[src/rtl/expr_gen_fifo_if.sv]
// Control, handshake and status bundle for the expression generator FIFO.
interface expr_gen_fifo_if #(
  parameter int unsigned DEPTH = 4
);
  localparam int unsigned LvlW = $clog2(DEPTH) + 1;

  logic            en;
  logic            seed_load;
  logic [15:0]     seed;
  logic            out_valid;
  logic            out_ready;
  logic [11:0]     exp;
  logic [1:0]      line;
  logic [LvlW-1:0] level;

  // Producer/consumer side driving the generator.
  modport master (
    output en, seed_load, seed, out_ready,
    input  out_valid, exp, line, level
  );

  // Generator side.
  modport slave (
    input  en, seed_load, seed, out_ready,
    output out_valid, exp, line, level
  );
endinterface

[src/rtl/expr_gen_fifo.sv]
// LFSR-driven arithmetic expression generator feeding a small output FIFO.
// Each attempt draws one candidate {num1, op, num2} plus a line index; inexact
// divisions are redrawn up to MAX_RETRY times, then forced to divide by 1.
module expr_gen_fifo #(
  parameter int unsigned NUM_MAX   = 9,
  parameter int unsigned LINES     = 3,
  parameter int unsigned DEPTH     = 4,
  parameter int unsigned DIV_EN    = 1,
  parameter int unsigned MAX_RETRY = 7
) (
  input logic             clk,
  input logic             rst,
  expr_gen_fifo_if.slave  bus
);

  localparam int unsigned PtrW = $clog2(DEPTH);
  localparam int unsigned LvlW = PtrW + 1;

  localparam logic [15:0] SeedDefault = 16'hACE1;
  localparam logic [3:0]  OpAdd = 4'hA;
  localparam logic [3:0]  OpSub = 4'hB;
  localparam logic [3:0]  OpMul = 4'hC;
  localparam logic [3:0]  OpDiv = 4'hD;

  typedef enum logic [1:0] {StIdle, StGen, StRetry} state_e;

  logic [15:0]     lfsr_q;
  logic [15:0]     lfsr_next;
  logic [3:0]      retry_q;
  logic [PtrW-1:0] wr_ptr_q;
  logic [PtrW-1:0] rd_ptr_q;
  logic [LvlW-1:0] level_q;
  logic [13:0]     mem_q [DEPTH];

  logic [3:0]      cand_a;
  logic [3:0]      cand_b;
  logic [3:0]      opr;
  logic [3:0]      op;
  logic [3:0]      num1;
  logic [3:0]      num2;
  logic [3:0]      num2_fin;
  logic [1:0]      line_idx;
  logic            div_inexact;
  logic            attempt;
  logic            push;
  logic            pop;
  logic [13:0]     head;
  state_e          st;

  // Candidate decode from the current LFSR value and the per-cycle action.
  always_comb begin
    lfsr_next = {lfsr_q[0] ^ lfsr_q[2] ^ lfsr_q[3] ^ lfsr_q[5], lfsr_q[15:1]};
    cand_a    = 4'(lfsr_q[5:0] % 6'(NUM_MAX)) + 4'd1;
    cand_b    = 4'(lfsr_q[11:6] % 6'(NUM_MAX)) + 4'd1;
    opr       = lfsr_q[15:12];
    op        = OpAdd + {2'b00, opr[1:0]};
    if (DIV_EN == 0 && op == OpDiv) begin
      op = OpMul;
    end
    line_idx  = 2'(opr % 4'(LINES));

    // Subtraction never goes negative: larger operand first.
    if (op == OpSub && cand_a < cand_b) begin
      num1 = cand_b;
      num2 = cand_a;
    end else begin
      num1 = cand_a;
      num2 = cand_b;
    end

    // num2 is at least 1, so the modulo is always defined.
    div_inexact = (op == OpDiv) && ((num1 % num2) != 4'd0);
    num2_fin    = div_inexact ? 4'd1 : num2;

    // Occupancy is taken at cycle start; a concurrent pop does not open a slot.
    attempt = bus.en && !bus.seed_load && !rst && (level_q < LvlW'(DEPTH));

    if (!attempt) begin
      st = StIdle;
    end else if (div_inexact && (retry_q < 4'(MAX_RETRY))) begin
      st = StRetry;
    end else begin
      st = StGen;
    end

    push = (st == StGen);
    pop  = (level_q != '0) && bus.out_ready && !rst;
  end

  // Generator state: LFSR and division retry counter.
  always_ff @(posedge clk) begin
    if (rst) begin
      lfsr_q  <= SeedDefault;
      retry_q <= 4'd0;
    end else if (bus.seed_load) begin
      lfsr_q  <= (bus.seed == 16'd0) ? SeedDefault : bus.seed;
      retry_q <= 4'd0;
    end else begin
      unique case (st)
        StGen: begin
          lfsr_q  <= lfsr_next;
          retry_q <= 4'd0;
        end
        StRetry: begin
          lfsr_q  <= lfsr_next;
          retry_q <= retry_q + 4'd1;
        end
        StIdle: begin
          lfsr_q  <= lfsr_q;
          retry_q <= retry_q;
        end
        default: begin
          lfsr_q  <= lfsr_q;
          retry_q <= retry_q;
        end
      endcase
    end
  end

  // FIFO pointers and occupancy; pointers wrap naturally at DEPTH.
  always_ff @(posedge clk) begin
    if (rst) begin
      wr_ptr_q <= '0;
      rd_ptr_q <= '0;
      level_q  <= '0;
    end else begin
      if (push) begin
        wr_ptr_q <= wr_ptr_q + 1'b1;
      end
      if (pop) begin
        rd_ptr_q <= rd_ptr_q + 1'b1;
      end
      level_q <= level_q + LvlW'(push) - LvlW'(pop);
    end
  end

  // Entry storage is deliberately not reset; empty-state masking hides stale data.
  always_ff @(posedge clk) begin
    if (push) begin
      mem_q[wr_ptr_q] <= {line_idx, num1, op, num2_fin};
    end
  end

  assign head          = mem_q[rd_ptr_q];
  assign bus.out_valid = (level_q != '0);
  assign bus.exp       = (level_q != '0) ? head[11:0] : 12'd0;
  assign bus.line      = (level_q != '0) ? head[13:12] : 2'd0;
  assign bus.level     = level_q;

endmodule

[src/flat_wrapper.sv]
// flat-port wrapper written by rule: the top's interface ports become plain ports
module expr_gen_fifo_flat 
#(
  parameter int unsigned NUM_MAX   = 9,
  parameter int unsigned LINES     = 3,
  parameter int unsigned DEPTH     = 4,
  parameter int unsigned DIV_EN    = 1,
  parameter int unsigned MAX_RETRY = 7
)
  (clk, rst, bus_en, bus_seed_load, bus_seed, bus_out_ready, bus_out_valid, bus_exp, bus_line, bus_level);
  expr_gen_fifo_if #(.DEPTH(DEPTH)) bus_i ();
  input logic clk;
  input logic rst;
  input wire logic [$bits(bus_i.en)-1:0] bus_en;
  input wire logic [$bits(bus_i.seed_load)-1:0] bus_seed_load;
  input wire logic [$bits(bus_i.seed)-1:0] bus_seed;
  input wire logic [$bits(bus_i.out_ready)-1:0] bus_out_ready;
  output wire logic [$bits(bus_i.out_valid)-1:0] bus_out_valid;
  output wire logic [$bits(bus_i.exp)-1:0] bus_exp;
  output wire logic [$bits(bus_i.line)-1:0] bus_line;
  output wire logic [$bits(bus_i.level)-1:0] bus_level;
  assign bus_i.en = bus_en;
  assign bus_i.seed_load = bus_seed_load;
  assign bus_i.seed = bus_seed;
  assign bus_i.out_ready = bus_out_ready;
  assign bus_out_valid = bus_i.out_valid;
  assign bus_exp = bus_i.exp;
  assign bus_line = bus_i.line;
  assign bus_level = bus_i.level;
  expr_gen_fifo #(.NUM_MAX(NUM_MAX), .LINES(LINES), .DEPTH(DEPTH), .DIV_EN(DIV_EN), .MAX_RETRY(MAX_RETRY)) u_core (.clk(clk), .rst(rst), .bus(bus_i));
endmodule
[config.mk]
export PLATFORM = sky130hd
export DESIGN_NAME = expr_gen_fifo_flat
export DESIGN_NICKNAME = d
export VERILOG_FILES = /design/src/rtl/expr_gen_fifo_if.sv /design/src/rtl/expr_gen_fifo.sv /design/src/flat_wrapper.sv
export SDC_FILE = /design/constraint.sdc
export NUM_CORES = 1
export LEC_CHECK = 0
export ABC_CLOCK_PERIOD_IN_PS = 11800
export CORE_UTILIZATION = 50
export DETAILED_ROUTE_END_ITERATION = 10
export PLACE_DENSITY = 0.7
export SYNTH_ARGS = -nofsm -noshare
export SYNTH_HDL_FRONTEND = slang
export SYNTH_SLANG_ARGS = --single-unit
export TNS_END_PERCENT = 20
[constraint.sdc]
create_clock -name clk -period 11.8 [get_ports clk]
set_input_delay 2.36 -clock clk [delete_from_list [all_inputs] [get_ports clk]]
set_output_delay 2.36 -clock clk [all_outputs]
set_load 0.02 [all_outputs]
==> summary.txt <==
STA
  • Final Hold Fails: 0
  • Setup Skew: 0.01297 ns
  • WHS: 0.5157 ns
  • Worst slew pin tran: 1.010 ns
  • Final period utilization: 94.68%
  • Final setup vio count: 0
  • Slew margin rel.: 32.28%
  • Fmax: 0.08951 GHz
  • Min Tclk post-route: 11.17 ns
  • Slew Viols, Final: 0

Clock network
  • Worst-path clk slew: 0.09 ns
  • Hold_buf cts: 0
  • CTS tree: built
  • CTS Buffer Depth: 2
  • Setup Buffers After CTS: 0
  • Sink Count: 81
  • CTS resizes: 0
  • Root buffer cell: clkbuf_8
  • Latest clock arrival within the worst-skew pair: 0.35 ns
  • Num CTS Buffers: 9
  • H-tree Lvls: 3

Die
  • DIE AREA: 11280 um^2
  • Chip Width: 106.2 um
  • Chip height: 106.2 um
  • Starting Density: 52.11%
  • Row cnt: 37
  • Core ar.: 10420 um^2
  • Num ports: 39

Yosys
  • Ranking of synthesized cells by area: edfxtp_1 29%, dfxtp_1 11%, ha_1 6.5%
  • Yosys cell types: 88
  • EDFF count, synth: 52
  • Register area share after synthesis: 39.47%
  • Syn Std Cell Area: 5428 um^2
  • Yosys top cell by area: edfxtp_1
  • Average cell area after synthesis: 9.996 um^2
  • Asr flop ratio synth: 0%
  • Synth Warn #: 0
  • Post-synth top area share: 28.77%
  • Register bit total from synthesis: 81
  • Syn Inst Count: 543
  • Ys flop type: edfxtp_1
  • Synth Net Count: 594

Setup path
  • Worst EP arrival: 11.41 ns
  • CP Buf/Inv Count: 5
  • CP dominant cell by count: ha_1
  • R2R cell count: 50
  • Crit Path Category: flop to flop
  • Startpoint types: flop
  • CP Data Required Time: 12.04 ns
  • Slowest cell delay on critical path: 0.44 ns
  • CP Depth: 50
  • CP delay by family, top: compound AO/OA/AOI/OAI gates
  • Slowest-stage cell, CP: dfxtp_1
  • Crit path max fanout: 7
  • Crit. End Element: flop

Route
  • Vias post-DR: 4294
  • ANT nets after route: 0
  • Pre-antenna DRT Iters: 5
  • Routed len/inst: 16.39 um
  • Initial DRC Count: 224
  • Vias per std cell: 5.964
  • Residual DRC: 0
  • Detailed Route WL: 11800 um

Pwr
  • Final Power: 1.477 mW
  • Maximum VDD drop: 0.1274 mV
  • LEAKAGE: 2.241 nW
  • Power density cells: 239.6 nW/um^2

Global route
  • Largest net degree at the start of global routing: 29
  • Total gr overflow: 0
  • Vias in the first global route: 3961
  • Tot GR Track Use: 21.06%
  • Initial antenna violation count: 0
  • First-pass GRT wire length: 18890 um

Flow run
  • Max-cap violation count: 0

Min path
  • HP Class: flop to flop
  • Hold Crit Depth: 2

Final layout
  • Share of layout cells above drive strength 1: 13.53%
  • Area occupied by multi-input gates: 3089 um^2
  • Area grow syn2layout: 13.58%
  • Fill count: 901
  • Diodes inserted: 0
  • Final #Nets: 630
  • Reg area: 2147 um^2

Outcome
  • Status: complete, no violations

Placement
  • Detailed-placement wirelength estimate: 8461 um
  • Gpl congestion: 0.9331
  • IO buf count: 38
-- tightest hold or removal path, delay by kind of cell (launching register included) --
kind	cells	cell delay [ns]
flip-flops	1	0.35
AO/OA/AOI/OAI	1	0.06
AND/OR/NAND/NOR	1	0.07
-- report_power, final --
| part | switching, mW | internal [mW] | leakage (nW) | total [mW] |
|---|---|---|---|---|
| combinational | 0.540 | 0.386 | 1.44 | 0.926 |
| sequential | 0.0263 | 0.343 | 0.709 | 0.369 |
| clock | 0.104 | 0.0773 | 0.0883 | 0.182 |
| total | 0.671 | 0.806 | 2.24 | 1.48 |
-- metal layers --
layer	track usage (%)	part of all wire, %	vias to the layer above
met2	37.24	51	100
li1	-	-	2091
met1	26.65	45	2088
met5	0	0	-
met4	6.349	1.3	0
met3	2.820	3.2	15
-- per-stage QoR --
stage | setup TNS, ns | util [%] | instance area (um^2) | worst slack, ns | std cells
after floorplan | 0 | - | 5428 | 1.386 | 543
final | 0 | 59.18 | 6165 | 0.6283 | 720
after detailed placement | 0 | 57.07 | 5944 | 0.5692 | 704
after global placement | 0 | 57.07 | 5944 | 0.8483 | 704
after global routing | -0.03921 | 59.18 | 6165 | -0.03921 | 720
after CTS | 0 | 58.71 | 6116 | 0.5491 | 720
-- path summary, 6_finish.rpt --
check                                  startpoint                   to  slack [ns]
worst min-delay path            u_core.retry_q[0]    u_core.retry_q[0]        0.52
worst max-delay path             u_core.lfsr_q[8]  u_core.bus.level[2]        0.63
worst max register to register   u_core.lfsr_q[8]  u_core.bus.level[2]        0.63
worst min register to register  u_core.retry_q[0]    u_core.retry_q[0]        0.52
-- registers in the layout, summed over array words and instances, names as in the netlist, named ones only --
name and flops:
u_core.bus.level 3, u_core.lfsr_q 16, u_core.mem_q 52, u_core.rd_ptr_q 2, u_core.retry_q 4, u_core.wr_ptr_q 2
-- kinds of logic after synthesis --
logic type      Yosys count  synth area share [%]
compound gates          140                 18.81
xor+xnor                 16                 2.997
fa+ha+maj                31                 7.400
buf+inv                  57                 4.518
flops                    81                 39.47
mux                      26                 7.907
simple gates            192                 18.90
-- layout make-up --
type / instances / share of cell area, %
Clock buffer: 10 / 2.070
Clock inverter: 6 / 0.7104
Tap cell: 136 / 2.760
Sequential cell: 81 / 34.83
Multi-Input combinational cell: 405 / 50.11
Inverter: 33 / 2.009
Timing Repair Buffer: 49 / 7.510
-- cell usage in the layout (no fill, tap or decap), types with 12 or more instances in the layout --
cell type and count:
a21oi_1 43, clkdlybuf4s50_1 38, dfxtp_1 25, edfxtp_1 52, ha_1 28, inv_1 33
mux4_2 13, nand2_1 36, nand2b_1 17, nor2_1 50, nor2b_1 19, o21ai_0 12
-- Yosys cell counts, drive strengths merged, types with 12 or more instances --
master and count:
a21oi 46, buf 13, dfxtp 29, edfxtp 52
ha 28, inv 33, mux4 13, nand2 36
nand2b 18, nor2 51, nor2b 21, nor3 13
o21ai 15, xnor2 12
Note: power is estimated with default switching activity, not from simulation.
